### src/rtl/noise_pkg.sv
// -----------------------------------------------------------------------------
// noise_pkg
//   Shared constants for the multi-channel noise generator.
//   - LVL_*  : per-channel 2-bit amplitude level codes (off, /8, /4, /2)
//   - MODE_* : per-channel output mode (white or smoothed)
//   - TAPS_16 / SEED_16 : default 16-bit Fibonacci tap mask and base seed
// -----------------------------------------------------------------------------
package noise_pkg;

  localparam logic [1:0] LVL_OFF = 2'b00;
  localparam logic [1:0] LVL_LO  = 2'b01;
  localparam logic [1:0] LVL_MED = 2'b10;
  localparam logic [1:0] LVL_HI  = 2'b11;

  localparam logic MODE_WHITE  = 1'b0;
  localparam logic MODE_SMOOTH = 1'b1;

  localparam logic [15:0] TAPS_16 = 16'hB400;
  localparam logic [15:0] SEED_16 = 16'hACE1;

endpackage : noise_pkg

### src/rtl/noise_lfsr_ch.sv
// -----------------------------------------------------------------------------
// noise_lfsr_ch
//   One noise channel: Fibonacci LFSR with runtime seed load, amplitude
//   scaling by level, and a first-order smoother (y += (x - y) / 4).
//   The sample output is combinational and reflects the state this channel
//   will hold after the coming tick, so the top can register it on the tick.
// Ports
//   clk            in   clock
//   reset          in   asynchronous active-high reset
//   tick_i         in   advance LFSR and smoother this cycle
//   seed_load_i    in   load seed_value_i into the LFSR, clear the smoother
//   seed_value_i   in   WIDTH  seed (0 is replaced by SEED)
//   mode_i         in   0 = white, 1 = smoothed
//   level_i        in   2-bit amplitude level
//   sample_o       out  WIDTH  sample produced by the coming tick
// -----------------------------------------------------------------------------
module noise_lfsr_ch
  import noise_pkg::*;
#(
  parameter int               WIDTH = 16,
  parameter logic [WIDTH-1:0] TAPS  = WIDTH'(TAPS_16),
  parameter logic [WIDTH-1:0] SEED  = WIDTH'(SEED_16),
  parameter logic [WIDTH-1:0] INIT  = WIDTH'(SEED_16)
) (
  input  logic             clk,
  input  logic             reset,
  input  logic             tick_i,
  input  logic             seed_load_i,
  input  logic [WIDTH-1:0] seed_value_i,
  input  logic             mode_i,
  input  logic [1:0]       level_i,
  output logic [WIDTH-1:0] sample_o
);

  logic [WIDTH-1:0]        lfsr_q, lfsr_d;
  logic [WIDTH-1:0]        y_q, y_d;
  logic [WIDTH-1:0]        lfsr_step;
  logic [WIDTH-1:0]        x;
  logic [WIDTH-1:0]        y_step;
  logic signed [WIDTH:0]   diff;
  logic signed [WIDTH:0]   diff_sh;

  always_comb begin
    lfsr_step = {lfsr_q[WIDTH-2:0], ^(lfsr_q & TAPS)};

    // Top bit forced to zero so the scaled sample is always non-negative.
    case (level_i)
      LVL_LO:  x = {1'b0, lfsr_step[WIDTH-2:0]} >> 3;
      LVL_MED: x = {1'b0, lfsr_step[WIDTH-2:0]} >> 2;
      LVL_HI:  x = {1'b0, lfsr_step[WIDTH-2:0]} >> 1;
      default: x = '0;
    endcase

    // Difference needs one extra bit to stay signed; arithmetic shift floors.
    diff    = $signed({1'b0, x}) - $signed({1'b0, y_q});
    diff_sh = diff >>> 2;
    y_step  = y_q + diff_sh[WIDTH-1:0];

    sample_o = (mode_i == MODE_WHITE) ? x : y_step;

    // The smoother tracks in white mode too, so a mode switch is seamless.
    lfsr_d = lfsr_q;
    y_d    = y_q;
    if (seed_load_i) begin
      lfsr_d = (seed_value_i == '0) ? SEED : seed_value_i;
      y_d    = '0;
    end else if (tick_i) begin
      lfsr_d = lfsr_step;
      y_d    = y_step;
    end
  end

  always_ff @(posedge clk or posedge reset) begin
    if (reset) begin
      lfsr_q <= INIT;
      y_q    <= '0;
    end else begin
      lfsr_q <= lfsr_d;
      y_q    <= y_d;
    end
  end

endmodule : noise_lfsr_ch

### src/rtl/noise_generator_mc.sv
// -----------------------------------------------------------------------------
// noise_generator_mc
//   Multi-channel LFSR noise source feeding the mixer. NUM_CH independent
//   channels share one programmable rate divider; every tick produces one
//   frame presented on a valid/ready output register with a sticky overrun.
//
//   Handshake: a frame transfers on any clk edge where noise_valid and
//   noise_ready are both 1. noise_valid never drops and noise_data never
//   changes while noise_valid=1 and noise_ready=0; a tick in that state
//   drops its frame and sets overrun.
// Ports
//   clk          in   system clock
//   reset        in   asynchronous active-high reset
//   enable       in   divider runs and LFSRs advance
//   rate_div     in   DIV_W        update period minus one
//   mode         in   NUM_CH       per channel 0 = white, 1 = smoothed
//   noise_level  in   2*NUM_CH     per channel level (00 off .. 11 /2)
//   seed_load    in   load seed_value into channel seed_ch
//   seed_ch      in   CH_W         seed target channel
//   seed_value   in   WIDTH        seed (0 replaced by SEED)
//   noise_valid  out  frame available
//   noise_ready  in   consumer accepts frame
//   noise_data   out  WIDTH*NUM_CH channel c at [c*WIDTH +: WIDTH]
//   overrun      out  sticky dropped-frame flag
//   overrun_clr  in   clears overrun (a same-cycle overrun wins)
// -----------------------------------------------------------------------------
module noise_generator_mc
  import noise_pkg::*;
#(
  parameter int               WIDTH  = 16,
  parameter int               NUM_CH = 4,
  parameter int               DIV_W  = 8,
  parameter logic [WIDTH-1:0] TAPS   = WIDTH'(TAPS_16),
  parameter logic [WIDTH-1:0] SEED   = WIDTH'(SEED_16),
  localparam int              CH_W   = (NUM_CH > 1) ? $clog2(NUM_CH) : 1
) (
  input  logic                    clk,
  input  logic                    reset,
  input  logic                    enable,
  input  logic [DIV_W-1:0]        rate_div,
  input  logic [NUM_CH-1:0]       mode,
  input  logic [2*NUM_CH-1:0]     noise_level,
  input  logic                    seed_load,
  input  logic [CH_W-1:0]         seed_ch,
  input  logic [WIDTH-1:0]        seed_value,
  output logic                    noise_valid,
  input  logic                    noise_ready,
  output logic [WIDTH*NUM_CH-1:0] noise_data,
  output logic                    overrun,
  input  logic                    overrun_clr
);

  logic [DIV_W-1:0]        count_q, count_d;
  logic                    tick;
  logic [WIDTH*NUM_CH-1:0] frame;
  logic                    valid_q, valid_d;
  logic [WIDTH*NUM_CH-1:0] data_q, data_d;
  logic                    ovr_q, ovr_d;
  logic                    ovr_evt;

  // ---------------------------------------------------------------------------
  // Rate divider. Equality compare only: if rate_div drops below the count,
  // the counter runs on through its wrap before the next tick.
  // ---------------------------------------------------------------------------
  assign tick = enable && (count_q == rate_div);

  always_comb begin
    count_d = count_q;
    if (!enable)  count_d = '0;
    else if (tick) count_d = '0;
    else           count_d = count_q + DIV_W'(1);
  end

  // ---------------------------------------------------------------------------
  // Channels. Channel c resets to SEED rotated left by c so channels differ.
  // ---------------------------------------------------------------------------
  for (genvar c = 0; c < NUM_CH; c++) begin : g_ch
    localparam int               ROT  = c % WIDTH;
    localparam logic [WIDTH-1:0] INIT = (SEED << ROT) | (SEED >> ((WIDTH - ROT) % WIDTH));

    logic seed_hit;
    // Out-of-range seed_ch values match no channel and are ignored.
    assign seed_hit = seed_load && (seed_ch == CH_W'(c));

    noise_lfsr_ch #(
      .WIDTH (WIDTH),
      .TAPS  (TAPS),
      .SEED  (SEED),
      .INIT  (INIT)
    ) u_ch (
      .clk          (clk),
      .reset        (reset),
      .tick_i       (tick),
      .seed_load_i  (seed_hit),
      .seed_value_i (seed_value),
      .mode_i       (mode[c]),
      .level_i      (noise_level[2*c +: 2]),
      .sample_o     (frame[c*WIDTH +: WIDTH])
    );
  end

  // ---------------------------------------------------------------------------
  // Output register, handshake and overrun.
  // ---------------------------------------------------------------------------
  always_comb begin
    valid_d = valid_q;
    data_d  = data_q;
    ovr_d   = ovr_q;
    ovr_evt = 1'b0;

    if (tick) begin
      if (!valid_q || noise_ready) begin
        data_d  = frame;
        valid_d = 1'b1;
      end else begin
        // Held frame stays put; this tick's frame is lost.
        ovr_evt = 1'b1;
      end
    end else if (valid_q && noise_ready) begin
      valid_d = 1'b0;
    end

    if (ovr_evt)          ovr_d = 1'b1;
    else if (overrun_clr) ovr_d = 1'b0;
  end

  always_ff @(posedge clk or posedge reset) begin
    if (reset) begin
      count_q <= '0;
      valid_q <= 1'b0;
      data_q  <= '0;
      ovr_q   <= 1'b0;
    end else begin
      count_q <= count_d;
      valid_q <= valid_d;
      data_q  <= data_d;
      ovr_q   <= ovr_d;
    end
  end

  assign noise_valid = valid_q;
  assign noise_data  = data_q;
  assign overrun     = ovr_q;

endmodule : noise_generator_mc

### config.mk
export PLATFORM = sky130hd
export DESIGN_NAME = noise_generator_mc
export DESIGN_NICKNAME = d
export VERILOG_FILES = /design/src/rtl/noise_pkg.sv /design/src/rtl/noise_lfsr_ch.sv /design/src/rtl/noise_generator_mc.sv
export SDC_FILE = /design/constraint.sdc
export NUM_CORES = 1
export LEC_CHECK = 0
export ABC_AREA = 1
export BUFFER_PORTS_ARGS = -buffer_cell sky130_fd_sc_hd__buf_2
export CAP_MARGIN = 20
export CORE_ASPECT_RATIO = 2
export CORE_MARGIN = 1.5
export CORE_UTILIZATION = 25
export CTS_BUF_LIST = sky130_fd_sc_hd__clkbuf_16
export DETAILED_ROUTE_END_ITERATION = 10
export HOLD_SLACK_MARGIN = 0.08
export PLACE_DENSITY_LB_ADDON = 0.15
export SYNTH_ARGS = -nofsm -noshare
export SYNTH_HDL_FRONTEND = slang
export SYNTH_HIERARCHICAL = 1
export SYNTH_SLANG_ARGS = --single-unit
### constraint.sdc
create_clock -name clk -period 3.2 [get_ports clk]
set_clock_uncertainty 0.2 [all_clocks]
set_input_delay 0.64 -clock clk [delete_from_list [all_inputs] [get_ports clk]]
set_output_delay 0.64 -clock clk [all_outputs]
set_load 0.01 [all_outputs]
**Word-level counts from Yosys, hierarchy flattened**

Index checks and enable logic that the tools add are counted.

- Flip-flop bits (word level): 202
- Output and inout bits: 66
- Bits of input ports: 44
- Word-level logic and storage cells: 94

- Add/sub/neg operators: 9
- Equality and inequality tests: 17
- Multiplexer cells: 34
- Reduce and logical (&&, ||, !) cells: 22

Operators with widths:

| cell | count |
|---|---|
| $mux 16 | 21 |
| $pmux 14 s3 | 4 |
| $sub 16x16->17 | 4 |
| $add 16x16->16 | 4 |
| $reduce_xor 16->1 | 4 |
| $eq 2x2->1 const B | 10 |
| $logic_not 16->1 | 1 |
| $mux 8 | 2 |
| $reduce_bool 2->1 | 6 |
| $eq 2x1->1 const B | 5 |
| $add 8x1->8 const B | 1 |
| $eq 8x8->1 | 1 |
| $mux 1 | 7 |
| $logic_and 1x1->1 | 6 |
| $reduce_and 2->1 | 2 |
| $logic_not 2->1 | 1 |
| $ne 2x2->1 const B | 1 |
| $logic_not 1->1 | 1 |
| $logic_or 1x1->1 | 1 |

**Longest topological paths before layout**

Gate-level depths: netlist of run 1.

- Depth after elaboration: 6
- Gate-level depth with buffers: 28
- Depth with buffers taken out: 27

**Modules after synthesis**

The synthesis of run 1 kept the hierarchy.

Modules (own cells, without submodules):

| module | sequential area each (um^2) | instances | area an instance (um^2) | cells an instance |
|---|---|---|---|---|
| noise_lfsr_ch (g_ch[0].u_ch ...) | 810.8 | 2 | 3,283.1 | 459 |
| noise_generator_mc | 1,851.8 | 1 | 3,467.1 | 383 |
| noise_lfsr_ch (g_ch[2].u_ch) | 810.8 | 1 | 3,274.4 | 449 |
| noise_lfsr_ch (g_ch[3].u_ch) | 810.8 | 1 | 3,268.1 | 449 |

**Worst setup path after synthesis of run 1**

OpenSTA, ideal clock, no wires.

- Path kind: input port to flip-flop
- From: input port noise_level[3]
- To: register data_q[28] (netlist: noise_data[28])
- Setup time: 0.117 ns
- Slack: -0.855 ns
- Required time: 2.883 ns
- Path buffers: 1
- Stages: 24
- Arrival time: 3.738 ns
- Cells stage by stage: inv_1 > nor2_1 > inv_1 > clkbuf_1 > o221ai_1 > ha_1 > nand2_1 > o21ai_0 > a21oi_2 > o21ai_2 > nand2_1 > o211ai_2 > xor2_1 > ha_1 > a21oi_1 > o21a_1 > nand3_1 > nand3_1 > nand3_1 > or2_2 > nand3_1 > nand2_1 > nand4_1 > nand2_1

- Cells in the longest elaborated chain, start to end: 5
- Elaborated cells on any way between the ends: 7
- Classes of those cells: add/sub: 2; eq/ne: 3; mux: 2

RTL lines:

| element | line | RTL |
|---|---|---|
| start: declaration | noise_generator_mc.sv:42 | `input logic [2*NUM_CH-1:0] noise_level,` |
| $eq 2x2->1 / $eq 2x1->1 (equally long branches) | noise_lfsr_ch.sv:47 | `case (level_i)` |
| $pmux 14 s3 * | noise_lfsr_ch.sv:47 |  |
| $sub 16x16->17 | noise_lfsr_ch.sv:55 | `diff = $signed({1'b0, x}) - $signed({1'b0, y_q});` |
| $add 16x16->16 | noise_lfsr_ch.sv:57 | `y_step = y_q + diff_sh[WIDTH-1:0];` |
| $mux 16 * | noise_lfsr_ch.sv:59 | `sample_o = (mode_i == MODE_WHITE) ? x : y_step;` |
| named net frame[28] | noise_generator_mc.sv:55 | `logic [WIDTH*NUM_CH-1:0] frame;` |
| end signal: assignment | noise_generator_mc.sv:136 | `data_q <= data_d;` |
| end: declaration | noise_generator_mc.sv:57 | `logic [WIDTH*NUM_CH-1:0] data_q, data_d;` |

Mark *: on every way through the listed nets, which the timed path passes. The rest lies on a longest branch.
A chain may end at the register's enable or synchronous reset.

**Worst setup path in the final report of run 1**

- From: register g_ch[1].u_ch.lfsr_q[6]
- To: register data_q[28] (netlist: noise_data[28])

- Cells in the longest elaborated chain, start to end: 4

RTL lines:

| element | line | RTL |
|---|---|---|
| start: declaration | noise_lfsr_ch.sv:35 | `logic [WIDTH-1:0] lfsr_q, lfsr_d;` |
| start signal: assignment | noise_lfsr_ch.sv:78 | `lfsr_q <= lfsr_d;` |
| $pmux 14 s3 | noise_lfsr_ch.sv:47 |  |
| $sub 16x16->17 | noise_lfsr_ch.sv:55 |  |
| $add 16x16->16 | noise_lfsr_ch.sv:57 |  |
| $mux 16 | noise_lfsr_ch.sv:59 |  |
| named net frame[28] | noise_generator_mc.sv:55 |  |

The timed path passes the listed nets, and every way through them passes these cells.

==> flow_summary.ini, run 1 <==
[routing]
first_pass_iters = 5
detailedRoute.firstIterationViolations = 686
route.vias.total = 18684
drc = 0
finalWirelength_um = 71900
post_drt_wl_per_cell_um = 18.4
antenna_violating_nets_remaining = 0
routed_via_density = 4.79

[yosys]
netlist-cell-type-count = 53
synth.top_cell.area_share = 0.257
asyncSetResetFlopFracSynth = 1.00
ys.flop_type = dfrtp_1
yosysWarningCount = 6
synth.area.top_cells = dfrtp_1, nand2_1, ha_1
synth.avg_cell_area_um2 = 7.54
syn_inst = 2199
synthMostInstantiatedCell = nand2_1
synth.yosys.seq_area_share = 0.307
synth_fp_nets = 2376
netlist_top_cells_count = nand2_1, inv_1, dfrtp_1
postSynthRegisterBits = 202
netlist_area_um2 = 16600
synth-edff-count = 0
netlist.top_cell.by_area = dfrtp_1

[clock_tree]
tritoncts = built
clock_insertion_delay_worst_skew_ns = 0.57
clockRootBuffer = clkbuf_16
ctsLongestPathBuffers = 3
numCtsBuffers = 24
tritoncts_sink_count = 202
htreeDepth = 1
clk_pin_slew_ns = 0.07

[die]
coreArea_um2 = 65700
die_height_um = 367
floorplan.initialDensity = 0.252
rows = 133
die_width_um = 185
io-pin-count = 110
floorplan.die_area_um2 = 68000

[power]
power_frac_clock = 0.158
power.share.switching = 0.412
power.density_cell_area_nw_per_um2 = 674
p_int_uw = 11900
vdd_ir_drop_max_mv = 0.537
p_sw_uw = 8340
power.leakage_uw = 0.0137
sequentialPowerShare = 0.153
comb_power_share = 0.689

[sta]
timing_hold_violations_final = 0
rsz0062_at_grt = true
fmax_ghz = 0.271
setup_viol_count_final = 93
timing.final.crit_period_ns = 3.69
relSlewSlack = 0.388
tightestPinTransition_ns = 0.918
report.final.slew_viol_count = 0
finalCritPeriodShare = 1.15
setup_slack_ns = -0.487

[status]
failed_checks = setup timing
status = finished, violations left

[layout]
post_route_cells_drive_above_1_share = 0.567
syn_to_final_growth_pct = 80.9
final_cell_count_no_fill = 3901
final_design_area_no_fill_um2 = 30000
fin_nets = 3180

[setup_path]
timing.setup.critical_path_class = flip-flop to flip-flop
max_stage_delay_ns = 0.55
critical-path-top-cell-by-count = nand3_2
crit_required_ns = 3.45
worstPathBufferInverterCount = 1
arrival_ns = 3.94
cp_top_family = compound AO/OA/AOI/OAI gates
critPathLaunchType = flip-flop
critical_path.slowest_cell = dfstp_2
path_max_fanout = 3
timing.critical_path.cells = buf_6 -> nand2_4 -> o221ai_4 -> ha_4 -> a21oi_4 -> o21ai_4 -> a21oi_4 -> o21ai_4 -> nand2_2 -> o211ai_4 -> xor2_4 -> ha_4 -> a21oi_2 -> o21a_1 -> nand3_2 -> nand3_2 -> nand3_2 -> or2_4 -> nand3_2 -> nand2_1 -> nand4_1 -> nand2_1
crit_path_end_kind = flip-flop

[global_routing]
globalRoute.totalOverflow = 0
vias_in_the_first_global_route = 20072
grt_start_max_net_pins = 66
grt_first_pass_wirelength_um = 109000
grt_antenna_before_repair = 6
overall_global_routing_usage = 0.208

[placed_design]
placement.cell_area_um2 = 23000
post-place-cells = 3703
preCtsSetupSlack_ns = -1.55
globalplace.congestion = 0.922
dp_hpwl_um = 51600
placement.io_buffers = 109

[run]
max_cap_violations = 0

[min_path]
hold_class = input port to flip-flop
routing by layer:
| layer | vias to the layer above | wire length [µm] | GRT usage |
|---|---|---|---|
| li1 | 9068 | - | - |
| met1 | 9125 | 25000 | 0.206 |
| met2 | 317 | 40900 | 0.417 |
| met3 | 166 | 2270 | 0.0209 |
| met4 | 8 | 3740 | 0.0979 |
| met5 | - | 49 | 0 |
through the flow:
step                power, µW  utilization  setup TNS [ns]  hold slack, ns
floorplan                7820            -          -21.02           0.256
global placement        12300        0.350         -120.87           0.254
detailed placement      12300        0.350         -124.93           0.258
CTS                     18200        0.418          -26.55           0.104
global route            21400        0.456          -42.60           0.172
finish                  20200        0.456          -25.97           0.142
cell families (layout without fill, tap and decap cells):
family          count (synthesis)  after routing  synth area share
other cells                     0              3                 0
buf+inv                       353           1175            0.0913
compound gates                445            445             0.175
simple gates                  957            957             0.265
fa+ha+maj                     133            133             0.102
flops                         202            202             0.307
xor+xnor                      109            109            0.0590
placed cells by master (no fill, tap or decap), types with 19 or more instances in the layout:
cell type,n
xor2_2,33
clkbuf_16,25
dfstp_2,32
inv_1,204
inv_2,60
nand4_1,74
ha_4,87
buf_2,103
o22ai_1,27
a21oi_4,54
nand2_1,414
nor2_1,84
a21oi_2,43
xor2_1,21
o22ai_2,22
dfrtp_1,170
ha_1,36
o221ai_1,51
o21ai_2,30
nand2_2,117
buf_4,638
nand3_4,19
nand3_1,42
nor2_2,22
nand3_2,61
a21oi_1,21
nand2_4,46
o21ai_1,35
o21ai_0,54
o221ai_4,36
buf_6,94
power by group through the flow:
stage                     Combinational, µW  Clock (µW)  Sequential (µW)
after CTS                             11800        3300             3100
final                                 13900        3190             3100
after global placement                 9160           0             3120
after floorplan                        4670           0             3140
after global routing                  14900        3360             3140
after detailed placement               9210           0             3120
timing repair:
action	4_1_cts	5_1_grt
pin swaps	306	361
hold endpoints to repair	126	0
endpoints found under the setup margin	107	106
gates cloned	1	0
hold buffers	1	0
setup buffers	93	84
gates resized for setup	551	396
worst reg2reg max path: cells and delay by family (launching register included):
kind,cells,cell delay (ns)
AO/OA/AOI/OAI,8,1.05
AND/OR/NAND/NOR,10,0.89
XOR/XNOR,1,0.26
buffers and inverters,1,0.10
flip-flops,1,0.55
adder cells (fa/ha/maj),2,0.52
final cells by class:
cell class                 instances  area (µm²)
multi-input combinational       1644       15200
clock inverter                    19         245
sequential                       202        5090
inverter                         282        1130
antenna                            3        7.51
fill                            6398       35700
clock buffer                      25         626
tap                              877        1100
timing repair buffer             849        6630
registers in the layout (all words and copies together) (netlist names):
register / flops
overrun: 1
g_ch.u_ch/y_q: 64
count_q: 8
noise_valid: 1
g_ch.u_ch/lfsr_q: 64
noise_data: 64
worst paths after layout:
kind | endpoint | slack, ns | cells past startpoint | start
setup reg to reg | noise_data[28]$_DFFE_PP0P_ | -0.49 | 22 | g_ch[1].u_ch/lfsr_q[6]$_DFFE_PP1P_
hold reg to reg | noise_data[45]$_DFFE_PP0P_ | 0.27 | 2 | noise_data[45]$_DFFE_PP0P_
hold / removal | overrun$_DFFE_PP0P_ | 0.14 | 4 | overrun_clr
max in group asynchronous | noise_data[40]$_DFFE_PP0P_ | 1.48 | 4 | reset
setup / recovery | noise_data[28]$_DFFE_PP0P_ | -0.49 | 22 | g_ch[1].u_ch/lfsr_q[6]$_DFFE_PP1P_
min in group asynchronous | g_ch[2].u_ch/lfsr_q[11]$_DFFE_PP0P_ | 0.57 | 4 | reset
(Power assumes the default switching activity.)
==> run 2, diff against run 1 <==
- CORE_ASPECT_RATIO: 2 -> 1.75
==> run 2 against run 1 <==
The flow still finishes with violations (setup timing). Sequential share of layout area up 0.66 points. Combinational power down 4%. Final cell count down 1.3%. Die area about the same. Flip-flop and latch count unchanged. Largest cell class unchanged.
==> flow_summary.ini, run 2 (synthesized netlist as in run 1, its figures left out) <==
[status]
status = finished, violations left
failed_checks = setup timing

[sta]
timing.final.crit_period_ns = 3.70
setup_slack_ns = -0.501
tightestPinTransition_ns = 0.961
setup_viol_count_final = 88
relSlewSlack = 0.359
finalCritPeriodShare = 1.16
fmax_ghz = 0.270
report.final.slew_viol_count = 0
rsz0062_at_grt = true
timing_hold_violations_final = 0
totalNegativeSetupSlack_ns = -27.13

[setup_path]
path_max_fanout = 3
setup.worst_path.start = g_ch[1].u_ch/lfsr_q[4]$_DFFE_PP0P_
cp_top_family = compound AO/OA/AOI/OAI gates
setup.reg_to_reg.worst_slack_ns = -0.50
max_stage_delay_ns = 0.40
r2r-start = g_ch[1].u_ch/lfsr_q[4]$_DFFE_PP0P_
timing.setup.critical_path_class = flip-flop to flip-flop
worstPathBufferInverterCount = 4
critPathLaunchType = flip-flop
crit_path_end_kind = flip-flop
arrival_ns = 4.01
critical_path.slowest_cell = dfrtp_1
crit_required_ns = 3.50
critical-path-top-cell-by-count = nand2_1
timing.critical_path.cells = inv_2 -> buf_6 -> o221ai_4 -> ha_4 -> nand2_4 -> o21ai_4 -> a21oi_2 -> o21ai_2 -> nand2_1 -> o211ai_2 -> xor2_2 -> ha_1 -> a21oi_2 -> o21a_1 -> nor3_2 -> nor3b_2 -> nand2_1 -> nand2_1 -> nand2_2 -> buf_4 -> buf_6 -> o22ai_2

[power]
vdd_ir_drop_max_mv = 0.449
power.density_cell_area_nw_per_um2 = 669
power.leakage_uw = 0.0133

[clock_tree]
numCtsBuffers = 25
htreeDepth = 1
clock_insertion_delay_worst_skew_ns = 0.58
ctsLongestPathBuffers = 3
tritoncts_sink_count = 202
clk_pin_slew_ns = 0.07
tritoncts = built
clockRootBuffer = clkbuf_16

[die]
rows = 124
floorplan.die_area_um2 = 67900
die_height_um = 344
die_width_um = 198
io-pin-count = 110
floorplan.initialDensity = 0.253
coreArea_um2 = 65500

[min_path]
hold_class = input port to flip-flop
hold_start = overrun_clr

[layout]
multi_input_comb_area_um2 = 14600
final_core_occ = 0.441
filler_cell_count = 6536
fin_nets = 3121
seqCellArea_um2 = 5090
syn_to_final_growth_pct = 74.2
most_frequent_standard_cell_in_the_layout_excluding_fill_and_tap_cells = buf_4
final_cell_count_no_fill = 3849
final_cell_mix = buf_4, nand2_1, inv_1
post_route_cells_drive_above_1_share = 0.537

[routing]
antenna_violating_nets_remaining = 0
routed_via_density = 4.76
post_drt_wl_per_cell_um = 18.0
first_pass_iters = 5
drc = 0
finalWirelength_um = 69300
route.vias.total = 18334
detailedRoute.firstIterationViolations = 719

[global_routing]
grt_start_max_net_pins = 66
overall_global_routing_usage = 0.201
globalRoute.totalOverflow = 0
vias_in_the_first_global_route = 19745
grt_first_pass_wirelength_um = 107000
grt_antenna_before_repair = 8

[placed_design]
post-place-cells = 3671
placement.io_buffers = 109
dp_hpwl_um = 49200
globalplace.congestion = 0.876
preCtsSetupSlack_ns = -1.44

[run]
max_cap_violations = 0
run 2: changes by cell type in the layout (fill, tap and decap cells not counted), sizes merged:
cell,change
diode,+1
clkinvlp,-1
bufinv,-3
inv,+5
clkbuf,+1
clkinv,+1
buf,-61
run 2: what timing repair did:
item | 4_1_cts | 5_1_grt
hold endpoints to repair | 96 | 0
pin swaps | 318 | 259
resized for setup | 557 | 269
endpoints found under the setup margin | 105 | 103
setup buffers | 90 | 53
hold buffers | 1 | 0
run 2: final cells by class:
class                      instances  share of cell area
sequential                       202               0.176
timing repair buffer             789               0.212
clock inverter                    21             0.00620
tap                              882              0.0382
clock buffer                      25              0.0217
antenna                            4            0.000347
inverter                         282              0.0390
multi-input combinational       1644               0.506
run 2: routing by layer:
metal	vias to the layer above	global-route usage	share of wire
li1	8978	-	-
met1	8912	0.208	0.37
met2	291	0.402	0.56
met3	145	0.0223	0.031
met4	8	0.0830	0.040
met5	-	0	0.00063
run 2: path summary, 6_finish.rpt:
check                                                      end  cells after the start
hold reg to reg                     noise_data[48]$_DFFE_PP0P_                      2
max in group asynchronous           noise_data[58]$_DFFE_PP0P_                      4
setup / recovery              g_ch[1].u_ch/y_q[14]$_DFFE_PP0P_                     22
setup reg to reg              g_ch[1].u_ch/y_q[14]$_DFFE_PP0P_                     22
hold / removal                             overrun$_DFFE_PP0P_                      4
min in group asynchronous  g_ch[2].u_ch/lfsr_q[14]$_DFFE_PP0P_                      4
run 2: worst reg2reg max path, delay by kind of cell, from the launching register on:
family,cells,cell delay (ns)
and+or+nand+nor,7,0.63
DFF,1,0.40
AOI/OAI and AO/OA,8,1.04
xor gates and xnor gates,1,0.26
buffers and inverters,4,0.48
adders and majority gates,2,0.63
run 2: through the flow:
step           instance area, µm²  total power (µW)  hold slack, ns
3_5_place_dp                22700             12100           0.256
4_1_cts                     27100             17900          0.0985
6_report                    28900             19300           0.133
2_1_floorplan               17400              7820           0.256
3_3_place_gp                22700             12000           0.251
5_1_grt                     28900             20500           0.178
run 2: power by group:
| part | total [µW] | switching [µW] | internal (µW) |
|---|---|---|---|
| Combinational | 13300 | 6500 | 6750 |
| Sequential | 3110 | 207 | 2900 |
| Clock | 2940 | 1280 | 1660 |
| Total | 19300 | 7990 | 11300 |
==> run 3, diff against run 2 <==
- CELL_PAD_IN_SITES_DETAIL_PLACEMENT: default -> 1
- CELL_PAD_IN_SITES_GLOBAL_PLACEMENT: default -> 1
- clock period: 3.2 -> 4.3 ns (I/O delays scaled with it)
==> run 3 against run 2 <==
Highest routed layer unchanged. The flow now finishes without violations. Flip-flop and latch count is the same. Wire length is 0.76% lower. Clock power is 30% lower. Count of clock-buffer cells in the layout unchanged. First-iteration DRC count fell by 20%. Hold slack improved by 0.13 ns. Critical path depth is 3 higher. Design area fell by 22%. Register-to-register slack better by 0.78 ns. Final cell count fell by 6.7%. Non-clock buffer count shrank 256.
==> flow_summary.ini, run 3 (synthesized netlist as in run 1, its figures left out) <==
[status]
status = complete, no violations

[setup_path]
cp_top_family = compound AO/OA/AOI/OAI gates
timing.setup.critical_path_class = input port to flip-flop
arrival_ns = 4.40
worst-r2r-cell-count = 19
crit_required_ns = 4.54
max_stage_delay_ns = 0.36
r2r-start = g_ch[2].u_ch/lfsr_q[7]$_DFFE_PP1P_
crit-reg2reg-capture = noise_data[47]$_DFFE_PP0P_
path_max_fanout = 5
worstPathBufferInverterCount = 5
setup.reg_to_reg.worst_slack_ns = 0.28
critPathLaunchType = input port
crit_path_end_kind = flip-flop
critical-path-top-cell-by-count = nand2_1
critical_path.slowest_cell = ha_1

[power]
power.density_cell_area_nw_per_um2 = 490
vdd_ir_drop_max_mv = 0.261
power.leakage_uw = 0.0112

[clock_tree]
clk_pin_slew_ns = 0.06
clockRootBuffer = clkbuf_16
htreeDepth = 1
clock_insertion_delay_worst_skew_ns = 0.57
tritoncts = built
ctsLongestPathBuffers = 3
tritoncts_sink_count = 202
numCtsBuffers = 25

[layout]
multi_input_comb_area_um2 = 10700
final_core_occ = 0.343
final_cell_count_no_fill = 3591
final_cell_mix = nand2_1, buf_4, inv_1
post_route_cells_drive_above_1_share = 0.306
filler_cell_count = 8096
fin_nets = 2866
syn_to_final_growth_pct = 35.6
most_frequent_standard_cell_in_the_layout_excluding_fill_and_tap_cells = nand2_1
seqCellArea_um2 = 5090

[min_path]
hold_class = flip-flop to flip-flop
whs_endpoint = noise_data[61]$_DFFE_PP0P_
hold_start = noise_data[61]$_DFFE_PP0P_
hold_path_depth = 2

[die]
floorplan.initialDensity = 0.253
io-pin-count = 110
floorplan.die_area_um2 = 67900
coreArea_um2 = 65500
die_width_um = 198
rows = 124
die_height_um = 344

[routing]
routed_via_density = 4.85
drc = 0
detailedRoute.firstIterationViolations = 575
post_drt_wl_per_cell_um = 19.2
route.vias.total = 17411
first_pass_iters = 5
antenna_violating_nets_remaining = 0
finalWirelength_um = 68800

[sta]
timing.final.crit_period_ns = 4.16
setup_viol_count_final = 0
report.final.slew_viol_count = 0
rsz0062_at_grt = true
timing_hold_violations_final = 0
fmax_ghz = 0.241
relSlewSlack = 0.338
setup_slack_ns = 0.144
tightestPinTransition_ns = 0.994
finalCritPeriodShare = 0.966

[placed_design]
preCtsSetupSlack_ns = -0.710
post-place-cells = 3535
globalplace.congestion = 0.888
placement.io_buffers = 109
dp_hpwl_um = 52800

[global_routing]
globalRoute.totalOverflow = 0
grt_antenna_before_repair = 13
overall_global_routing_usage = 0.203
vias_in_the_first_global_route = 19121
grt_first_pass_wirelength_um = 107000
grt_start_max_net_pins = 67

[run]
max_cap_violations = 0
==> run 3: through the flow <==
stage	area, µm²	total power (µW)	hold WS [ns]	TNS, ns
2_1_floorplan	16600	5520	0.256	0
3_3_place_gp	20900	8540	0.251	-31.14
3_5_place_dp	20900	8650	0.257	-39.51
4_1_cts	21700	10800	0.274	0
5_1_grt	22500	11900	0.294	-0.639
6_report	22500	11000	0.266	0
==> run 3: what timing repair did <==
action | in CTS | in global routing
hold buffers | 0 | 0
gates resized for setup | 13 | 126
setup buffers | 0 | 8
pin swaps | 0 | 18
gates cloned | 0 | 1
setup endpoints to repair | 19 | 57
==> run 3: cell type report <==
type / instances / area share
timing repair buffer: 533 / 0.166
sequential: 202 / 0.227
clock buffer: 25 / 0.0278
antenna: 2 / 0.000223
tap: 882 / 0.0491
timing repair inverter: 1 / 0.000334
multi-input combinational: 1644 / 0.477
clock inverter: 20 / 0.00546
inverter: 282 / 0.0472
==> run 3: report_power, final <==
part	switching, µW	internal [µW]	total (µW)
clock	958	1110	2070
sequential	178	2160	2340
combinational	3460	3150	6610
==> run 3: worst max-delay path by stage <==
stage                    from                               end  slack [ns]  cells after the start
6_report       noise_level[2]  g_ch[1].u_ch/y_q[13]$_DFFE_PP0P_        0.14                     25
3_3_place_gp   noise_level[0]        noise_data[12]$_DFFE_PP0P_       -0.65                     24
3_5_place_dp   noise_level[3]        noise_data[31]$_DFFE_PP0P_       -0.71                     23
4_1_cts        noise_level[6]        noise_data[63]$_DFFE_PP0P_        0.01                     24
2_1_floorplan  noise_level[3]        noise_data[28]$_DFFE_PP0P_        0.02                     24
5_1_grt        noise_level[3]        noise_data[30]$_DFFE_PP0P_       -0.11                     25
==> run 3: worst reg2reg max path: cells and delay by family, from the launching register on <==
family	cells	cell delay, ns
buf+inv	2	0.23
simple gates	7	0.79
flops	1	0.57
fa+ha+maj	2	0.56
xor+xnor	1	0.15
compound gates	7	1.44
==> run 3: metal layers <==
layer / up-vias / wire length (µm) / global-route usage / share of wire
met5: - / 82 / 0 / 0.0012
met4: 14 / 2330 / 0.0725 / 0.034
met3: 126 / 2090 / 0.0229 / 0.030
met2: 241 / 38500 / 0.406 / 0.56
met1: 8590 / 25800 / 0.213 / 0.37
li1: 8440 / - / - / -
